`src/rtl/mem_arbiter.sv`:
```
// ----------------------------------------------------------------------------
// mem_arbiter
//
// Purpose:
//   Arbitrates the three memory clients (instruction fetch, load unit, store
//   unit) onto the byte-serial memory controller. Exactly one word
//   transaction is outstanding at a time. Fetches use the controller's
//   instruction port; loads and stores use its data port. A completed
//   transaction returns a one-cycle done pulse to its client, carrying the
//   read word for fetches and loads.
//
//   The controller's ready flags are sticky: they stay high from the end of
//   one transaction until the controller starts the next one. The arbiter
//   therefore ignores ready in the first BUSY cycle. It also drops valid in
//   the same cycle that a fresh ready is seen, so the controller never
//   restarts the transaction it has just finished.
//
// Handshake (client side):
//   A client raises *_req (a level) and holds it until its *_done pulse.
//   *_done is high for exactly one cycle. *_rdata is valid in that cycle and
//   holds its value until the next completion for that client. A request
//   that is still high in the done cycle is treated as a new request.
//
// Handshake (controller side):
//   mc_*_valid is high while the arbiter wants the controller to run the
//   transaction. The controller starts when it sees valid while it is idle.
//   It raises mc_*_ready (sticky) together with mc_*_res when it finishes.
//
// Optional feature (compile-time macro MEM_ARB_STARVE_GUARD_EN):
//   When defined, a starvation counter forces a fetch grant after
//   STARVE_LIMIT consecutive load/store grants made while if_req was high.
//   When undefined, arbitration is fixed priority st > ld > if, and the
//   counter logic is absent.
//
// Ports:
//   clk_in, rst_in       clock, synchronous active-high reset
//   rdy_in               global ready; low freezes every register
//   if_req/if_addr       fetch request   -> if_done/if_rdata
//   ld_req/ld_addr       load request    -> ld_done/ld_rdata
//   st_req/st_addr/st_wdata store request -> st_done
//   mc_inst_*            controller instruction port
//   mc_data_*            controller data port (mc_data_wr: 1 = write)
//   dbg_state            current FSM state (0 = IDLE, 1 = BUSY)
//   dbg_owner            owner of the current/last transaction (0 IF, 1 LD, 2 ST)
// ----------------------------------------------------------------------------
module mem_arbiter #(
    parameter int unsigned STARVE_LIMIT = 4,
    parameter int unsigned CNT_W        = 3
) (
    input  logic        clk_in,
    input  logic        rst_in,
    input  logic        rdy_in,

    input  logic        if_req,
    input  logic [31:0] if_addr,
    output logic        if_done,
    output logic [31:0] if_rdata,

    input  logic        ld_req,
    input  logic [31:0] ld_addr,
    output logic        ld_done,
    output logic [31:0] ld_rdata,

    input  logic        st_req,
    input  logic [31:0] st_addr,
    input  logic [31:0] st_wdata,
    output logic        st_done,

    output logic        mc_inst_valid,
    output logic [31:0] mc_inst_addr,
    input  logic        mc_inst_ready,
    input  logic [31:0] mc_inst_res,

    output logic        mc_data_valid,
    output logic [31:0] mc_data_addr,
    output logic [31:0] mc_data_data,
    output logic        mc_data_wr,
    input  logic        mc_data_ready,
    input  logic [31:0] mc_data_res,

    output logic [0:0]  dbg_state,
    output logic [1:0]  dbg_owner
);

    localparam logic [0:0] S_IDLE = 1'b0;
    localparam logic [0:0] S_BUSY = 1'b1;

    localparam logic [1:0] OWN_IF = 2'd0;
    localparam logic [1:0] OWN_LD = 2'd1;
    localparam logic [1:0] OWN_ST = 2'd2;

    logic [0:0]  state;
    logic [1:0]  owner;
    logic        first;       // high in the first BUSY cycle: ready flags are stale
    logic [31:0] addr_q;
    logic [31:0] wdata_q;
    logic        wr_q;

    logic        grant_if;
    logic        grant_ld;
    logic        grant_st;
    logic        grant_any;
    logic        force_if;
    logic        owner_ready;
    logic        complete;

    // ------------------------------------------------------------------
    // Starvation guard
    // ------------------------------------------------------------------
`ifdef MEM_ARB_STARVE_GUARD_EN
    logic [CNT_W-1:0] starve_cnt;

    assign force_if = if_req && (starve_cnt == CNT_W'(STARVE_LIMIT));

    // Counts load/store grants taken while a fetch was waiting. It only moves
    // in IDLE, so a long BUSY period does not affect it.
    always_ff @(posedge clk_in) begin
        if (rst_in) begin
            starve_cnt <= '0;
        end else if (rdy_in && (state == S_IDLE)) begin
            if (grant_if || !if_req) begin
                starve_cnt <= '0;
            end else if ((grant_ld || grant_st) &&
                         (starve_cnt != CNT_W'(STARVE_LIMIT))) begin
                starve_cnt <= starve_cnt + CNT_W'(1);
            end
        end
    end
`else
    // Pure fixed priority: no forced fetch. The configuration parameters are
    // kept on the interface so both builds share one instantiation.
    logic [CNT_W-1:0] unused_cfg;

    assign unused_cfg = CNT_W'(STARVE_LIMIT);
    assign force_if   = 1'b0;
`endif

    // ------------------------------------------------------------------
    // Arbitration (evaluated only in IDLE)
    // ------------------------------------------------------------------
    always_comb begin
        grant_if = 1'b0;
        grant_ld = 1'b0;
        grant_st = 1'b0;
        if (state == S_IDLE) begin
            if (force_if) begin
                grant_if = 1'b1;
            end else if (st_req) begin
                grant_st = 1'b1;
            end else if (ld_req) begin
                grant_ld = 1'b1;
            end else if (if_req) begin
                grant_if = 1'b1;
            end
        end
    end

    assign grant_any = grant_if || grant_ld || grant_st;

    // Only the port used by the owner is watched; the other port's ready may
    // still be sticky from an older transaction.
    assign owner_ready = (owner == OWN_IF) ? mc_inst_ready : mc_data_ready;
    assign complete    = (state == S_BUSY) && !first && owner_ready;

    // ------------------------------------------------------------------
    // Main FSM and datapath registers
    // ------------------------------------------------------------------
    always_ff @(posedge clk_in) begin
        if (rst_in) begin
            state    <= S_IDLE;
            owner    <= OWN_IF;
            first    <= 1'b0;
            addr_q   <= '0;
            wdata_q  <= '0;
            wr_q     <= 1'b0;
            if_done  <= 1'b0;
            ld_done  <= 1'b0;
            st_done  <= 1'b0;
            if_rdata <= '0;
            ld_rdata <= '0;
        end else if (rdy_in) begin
            // Done pulses last exactly one (unfrozen) cycle.
            if_done <= 1'b0;
            ld_done <= 1'b0;
            st_done <= 1'b0;

            case (state)
                S_IDLE: begin
                    if (grant_any) begin
                        state <= S_BUSY;
                        first <= 1'b1;
                        if (grant_st) begin
                            owner   <= OWN_ST;
                            addr_q  <= st_addr;
                            wdata_q <= st_wdata;
                            wr_q    <= 1'b1;
                        end else if (grant_ld) begin
                            owner   <= OWN_LD;
                            addr_q  <= ld_addr;
                            wdata_q <= '0;
                            wr_q    <= 1'b0;
                        end else begin
                            owner   <= OWN_IF;
                            addr_q  <= if_addr;
                            wdata_q <= '0;
                            wr_q    <= 1'b0;
                        end
                    end
                end

                S_BUSY: begin
                    first <= 1'b0;
                    if (complete) begin
                        state <= S_IDLE;
                        case (owner)
                            OWN_IF: begin
                                if_rdata <= mc_inst_res;
                                if_done  <= 1'b1;
                            end
                            OWN_LD: begin
                                ld_rdata <= mc_data_res;
                                ld_done  <= 1'b1;
                            end
                            OWN_ST: begin
                                st_done  <= 1'b1;
                            end
                            default: begin
                            end
                        endcase
                    end
                end

                default: begin
                    state <= S_IDLE;
                end
            endcase
        end
    end

    // ------------------------------------------------------------------
    // Controller-side outputs
    // ------------------------------------------------------------------
    // Valid falls in the very cycle a fresh ready is visible, so the
    // controller never sees valid while idle after finishing this word.
    assign mc_inst_valid = (state == S_BUSY) && (owner == OWN_IF) &&
                           !(mc_inst_ready && !first);
    assign mc_data_valid = (state == S_BUSY) &&
                           ((owner == OWN_LD) || (owner == OWN_ST)) &&
                           !(mc_data_ready && !first);

    assign mc_inst_addr = addr_q;
    assign mc_data_addr = addr_q;
    assign mc_data_data = wdata_q;
    assign mc_data_wr   = wr_q;

    assign dbg_state = state;
    assign dbg_owner = owner;

endmodule

```
`config.mk`:
```
export PLATFORM = sky130hd
export DESIGN_NAME = mem_arbiter
export DESIGN_NICKNAME = d
export VERILOG_FILES = /design/src/rtl/mem_arbiter.sv
export SDC_FILE = /design/constraint.sdc
export NUM_CORES = 1
export LEC_CHECK = 0
export CAP_MARGIN = 20
export CORE_AREA = 2 2 144 146
export CTS_BUF_LIST = sky130_fd_sc_hd__clkbuf_2
export DETAILED_ROUTE_END_ITERATION = 6
export DIE_AREA = 0 0 146 148
export GPL_TIMING_DRIVEN = 0
export PLACE_DENSITY = 0.69
export SYNTH_ARGS = -nofsm -noshare
export SYNTH_HDL_FRONTEND = slang
export SYNTH_SLANG_ARGS = --single-unit
```
`constraint.sdc`:
```
create_clock -name clk_in -period 4.5 [get_ports clk_in]
set_input_delay 0.45 -clock clk_in [delete_from_list [all_inputs] [get_ports clk_in]]
set_output_delay 0.45 -clock clk_in [all_outputs]
set_load 0.03 [all_outputs]
```
# Word-level counts from Yosys, hierarchy flattened
# Cells that the tools add are included.
# Widths: inputs -> output; s select.
# totals
register_bits	136
latch_bits	0
mem_bits_rw	0
rom_bits	0
out_inout_bits	169
elab_cells	64
mem_count	0
# op_classes
n_addsub	0
mul	0
div	0
magnitude_cmp	0
n_eq_ne	3
shift	0
mux	30
bitwise	1
reduce_logical	19
# op_table
op	n
$mux 32	3
$mux 1	24
$logic_and 1x1->1	8
$reduce_and 4->1	2
$pmux 1 s2	2
$logic_not 1->1	3
$logic_or 1x1->1	3
$reduce_and 3->1	1
$eq 2x1->1 const B	1
$eq 2x2->1 const B	1
$logic_not 2->1	1
$mux 2	1
$ne 2x2->1 const B	1
$reduce_and 2->1	1
$not 1->1	1

# Longest topological paths before layout
# Gate-level depths: netlist (run 1).
# logic_depth
word_depth	8
ltp_mapped	8
ltp_nobuf	5

# Worst setup path before layout (run 1)
# OpenSTA, ideal clock, no wires.
# synth_timing
path_kind	flip-flop to output port
from	register owner[1], in the netlist dbg_owner[1]
to	output port mc_inst_valid
arrival_time_ns	1.651
t_required_ns	4.050
setup_slack_ns	2.399
path_stages_with_launch	7
n_path_buf	2
path_cell_list	dfxtp_1 inv_1 ha_1 buf_4 clkbuf_1 nand2_1 a21oi_1
# synth_via
elab_chain_cells	3
# synth_rtl
element	line_no	text
start: declaration	93	logic [1:0] owner;
start signal: assignment	171	owner <= OWN_IF;
start signal: assignment	193	owner <= OWN_ST;
start signal: assignment	198	owner <= OWN_LD;
$logic_not 2->1	245	assign mc_inst_valid = (state == S_BUSY) && (owner == OWN_IF) &&
$logic_and 1x1->1 (2 in series)	245	
end: declaration	69	output logic mc_inst_valid,
# Every way passes these cells.

# Final worst setup path (run 1)
# layout_timing
from	register state, in the netlist dbg_state
to	output port mc_inst_valid
# layout_via
elab_chain_cells	2
# layout_rtl
element	line_no	text
start: declaration	92	logic [0:0] state;
start signal: assignment	170	state <= S_IDLE;
start signal: assignment	190	state <= S_BUSY;
start signal: assignment	214	state <= S_IDLE;
$logic_and 1x1->1 (2 in series)	245	
# Every way passes these cells.

==> results of run 1 <==
synthesized netlist by cell type (26+ instances only):
library cell / n
dfxtp_1: 135
a21oi_1: 104
buf_4: 38
a21o_1: 32
clkbuf_1: 43
a311oi_1: 32
nand3_1: 32
a22oi_1: 32
mux2i_1: 33
o21ai_0: 66
buf_2: 26
nand3b_1: 33
nand2b_1: 98
nand2_1: 38
registers in the layout, summed over array words and instances (netlist names):
| signal | flops |
|---|---|
| dbg_state | 1 |
| if_done | 1 |
| ld_done | 1 |
| ld_rdata | 32 |
| if_rdata | 32 |
| dbg_owner | 2 |
| mc_data_data | 32 |
| mc_data_addr | 32 |
| st_done | 1 |
| first | 1 |
logic make-up (layout without fill, tap and decap cells):
family          count (synthesis)  count (layout)  synth area share
compound gates                268             268             0.245
simple gates                  215             215             0.191
flops                         135             135             0.406
buf+inv                       117             515             0.103
mux                            33              33            0.0496
fa+ha+maj                       3               3           0.00564
other cells                     0               3                 0
report_power, final:
part	leakage (nW)	internal [mW]	switching, mW
Sequential	1.10	1.25	0.0417
Combinational	2.61	0.431	0.424
Clock	0.153	0.319	0.517
Total	3.86	2.00	0.983
final cells by class:
type	count	area, um^2	share of cell area
clock inverter	13	174	0.0159
multi-input combinational	519	3270	0.299
antenna	3	7.51	0.000686
sequential	135	2700	0.247
clock buffer	18	90.1	0.00823
tap	270	338	0.0309
timing repair buffer	367	3670	0.336
buffer	113	671	0.0613
inverter	4	15.0	0.00137
critical path, stage by stage, from the launching register on:
cell and delay (ps):
dfxtp_1 400, buf_2 260, buf_2 270, buf_2 300
nand2_1 80, a21oi_1 140, clkdlybuf4s50_1 710
worst paths after layout:
path	to	slack [ps]	from	cells after the start
worst max-delay path	mc_inst_valid	1210	dbg_state$_SDFFE_PP0P_	6
worst min-delay path	ld_rdata[20]$_SDFFE_PP0P_	120	rst_in	3
worst max register to register	ld_rdata[18]$_SDFFE_PP0P_	2470	dbg_owner[1]$_SDFFE_PP0P_	8
worst min register to register	mc_data_data[9]$_SDFFE_PP0P_	490	mc_data_data[9]$_SDFFE_PP0P_	2
layer usage:
metal | share of wire | vias up | GRT usage
met2 | 0.50 | 278 | 0.397
met4 | 0.014 | 0 | 0.0592
met5 | 0 | - | 0
met1 | 0.42 | 3387 | 0.290
met3 | 0.075 | 23 | 0.0670
li1 | - | 3481 | -
==> results.toml, run 1 <==
[cts]
cts_buffers = 17
clkSinkCount = 135
path_clk_slew_ps = 220
hold_buffers = 0
post-cts-setup-buffer-count = 0
htree_levels = 4
cts-resized-gates = 0
cts-root-buf = "clkbuf_2"
cts_tree = "yes"
clk_latency_ps = 710
ctsLongestPathBuffers = 2

[sta]
slew_violations = 0
setup_violations = 0
hold_ws_ps = 118
hold_viol = 0
rsz0062_at_grt = "false"
relSlewSlack = 0.600
min_period_over_period = 0.731
worst_pin_slew_ps = 600
min_period_ps = 3290
max_freq_ghz = 0.304
fin_skew_ps = 35.9
finalSetupTns_ps = 0
layout_setup_ws_ps = 1210

[floorplanning]
die_y_um = 148
die_x_um = 146
ioPinCount = 369
start_util = 0.332
core_um2 = 20000
dieArea_um2 = 21600
rows = 52

[placed_design]
placed_cell_area_um2 = 10700
gp_congestion = 0.852
portBuffers = 367
dp.cells = 1408
dpl.hpwl_um = 19500
post-place-ws_ps = 1960

[power_and_ir_drop]
finalPower_mw = 2.98
pwr_density_cell_nw_per_um2 = 272
total_leakage_power_nw = 3.86
peakVddDrop_v = 0.000158

[grt]
grt_overflow = 0
grt_pass1_wl_um = 39400
grt_pass1_vias = 7036
grt_usage = 0.233
grt_max_degree = 17
antenna_found_initial = 3

[yosys]
ys.flop_type = "dfxtp_1"
synthCells = 771
netlist_top_cells_area = "dfxtp_1, nand2b_1, a21oi_1"
ys_ff_latch = 135
synth_edf_count = 0
synth-warning-count = 0
yosysTopAreaCell = "dfxtp_1"
synth_cell_types = 29
synth_nets = 974
yosysTopAreaCellShare = 0.406
avgSynthCellArea_um2 = 8.64
synth.cell_area_um2 = 6660
synthArstFlopShare = 0
synth_seq_area_share = 0.406

[finish]
drive_above_1_share = 0.0890
finalNonFillerCells = 1442
area_delta_synth_final_pct = 64.3
mostFrequentLayoutCells = "clkdlybuf4s50_1, dfxtp_1, a21oi_1, nand2b_1, o21ai_0"
final_net_count = 1360
post-route-util = 0.546
nFillCells = 1951
layout_commonest_cell = "clkdlybuf4s50_1"
design_area_um2 = 10900

[critical_path]
path_class = "reg -> out"
worstPathRequired_ps = 4050
cp.arrival_ps = 2840
worst_setup_path_end_kind = "output pin"
path_max_fanout = 10
start_kind = "register"

[routing]
routed_wl_um = 25900
postRouteAntennaNets = 0
via_per_inst = 4.97
drc = 0
vias = 7169
drtIter0Drc = 308
wire_per_inst_um = 18.0
drt-pass1-iter-count = 6

[status]
status = "complete, no violations"

[flow_run]
drv_cap = 0

[min_path]
hold_class = "in -> reg"
(Power assumes the default switching activity.)
==> run 2, diff against run 1 <==
- PLACE_DENSITY: 0.69 -> 0.72
- clock period: 4.5 -> 2.9 ns (I/O delays scaled with it)
==> run 2 against run 1 <==
Effect of this change:
- hold slack worse by 54 ps
- sequential power up 56%
- via count up 0.49%
- die area unchanged
- total power up 54%
- worst setup slack worse by 950 ps
- critical path depth unchanged
- sequential cell count unchanged
- highest routed layer is now met5
- largest cell class unchanged
==> results.toml, run 2 (synthesized netlist as in run 1, its figures left out) <==
[status]
status = "complete, no violations"

[grt]
grt_usage = 0.233
grt_max_degree = 17
grt_pass1_wl_um = 40100
grt_overflow = 0
antenna_found_initial = 4
grt_pass1_vias = 7151

[critical_path]
start_kind = "register"
worstPathRequired_ps = 2610
path_class = "reg -> out"
worst_setup_path_end_kind = "output pin"
path_max_fanout = 10
cp.arrival_ps = 2350

[finish]
final_net_count = 1374
mostFrequentLayoutCells = "clkdlybuf4s50_1, dfxtp_1, a21oi_1, nand2b_1, o21ai_0"
drive_above_1_share = 0.0904
area_delta_synth_final_pct = 66.4
layout_commonest_cell = "clkdlybuf4s50_1"

[routing]
wire_per_inst_um = 17.9
drc = 0
drt-pass1-iter-count = 5
routed_wl_um = 26100
postRouteAntennaNets = 0
via_per_inst = 4.94
drtIter0Drc = 313
vias = 7204

[sta]
min_period_over_period = 0.911
worst_pin_slew_ps = 617
finalSetupTns_ps = 0
hold_viol = 0
rsz0062_at_grt = "false"
relSlewSlack = 0.588
setup_violations = 0
max_freq_ghz = 0.379
slew_violations = 0
min_period_ps = 2640
fin_skew_ps = 55.9

[flow_run]
drv_cap = 0

[power_and_ir_drop]
total_leakage_power_nw = 3.92
pwr_density_cell_nw_per_um2 = 415
peakVddDrop_v = 0.000241
finalPower_mw = 4.59

[floorplanning]
ioPinCount = 369
die_y_um = 148
die_x_um = 146
core_um2 = 20000
dieArea_um2 = 21600
rows = 52
start_util = 0.332

[min_path]
hold_class = "in -> reg"

[placed_design]
gp_congestion = 0.828
dpl.hpwl_um = 19700
portBuffers = 367

[cts]
path_clk_slew_ps = 290
cts_buffers = 17
clkSinkCount = 135
cts-root-buf = "clkbuf_2"
cts_tree = "yes"
htree_levels = 4
ctsLongestPathBuffers = 2
clk_latency_ps = 730
## run 2: per-layer routing
| metal | track usage | share of wire |
|---|---|---|
| met1 | 0.292 | 0.42 |
| met2 | 0.397 | 0.49 |
| met3 | 0.0614 | 0.070 |
| met4 | 0.0660 | 0.018 |
| met5 | 0 | 0.00046 |
## run 2: per-stage QoR
stage	instances	cell area, um^2	util	hold slack (ps)	worst slack, ps
2_1_floorplan	771	6660	-	430	939
3_5_place_dp	1408	10700	0.533	464	495
5_1_grt	1456	11100	0.553	3.07	12.3
4_1_cts	1454	11100	0.552	0.776	8.41
6_report	1457	11100	0.553	63.9	258
3_3_place_gp	1408	10700	0.533	455	517
## run 2: worst paths after layout
check / startpoint / endpoint / slack (ps) / cells past startpoint
worst max register to register: dbg_owner[1]$_SDFFE_PP0P_ / ld_rdata[25]$_SDFFE_PP0P_ / 760 / 8
worst min register to register: mc_data_data[31]$_SDFFE_PP0P_ / mc_data_data[31]$_SDFFE_PP0P_ / 490 / 2
worst min-delay path: st_wdata[12] / mc_data_data[12]$_SDFFE_PP0P_ / 60 / 3
worst max-delay path: dbg_state$_SDFFE_PP0P_ / mc_inst_valid / 260 / 6
## run 2: power breakdown
part	internal [mW]	switching, mW	total, mW
Clock	0.367	0.880	1.25
Combinational	0.681	0.660	1.34
Sequential	1.94	0.0672	2.01
## run 2: cell type report
type	instances	area, um^2
antenna	3	7.51
multi-input combinational	519	3270
buffer	112	672
clock inverter	15	171
tap	270	338
clock buffer	17	85.1
inverter	4	15.0
sequential	135	2700
timing repair buffer	382	3820
fill	1905	8960
## run 2: what timing repair did
action / CTS / global route
hold buffers: 14 / 1
buffers inserted: 0 / 0
endpoints found under the hold margin: 20 / 1
pin swaps: 0 / 0
gates resized for setup: 5 / 3
setup endpoints to repair: 2 / 2
## run 2: worst max-delay path, stage by stage (launching register included)
cell	delay (ps)
dfxtp_1	390
buf_2	250
clkbuf_4	270
clkbuf_4	250
nand2_1	60
a21oi_1	130
clkdlybuf4s15_2	330
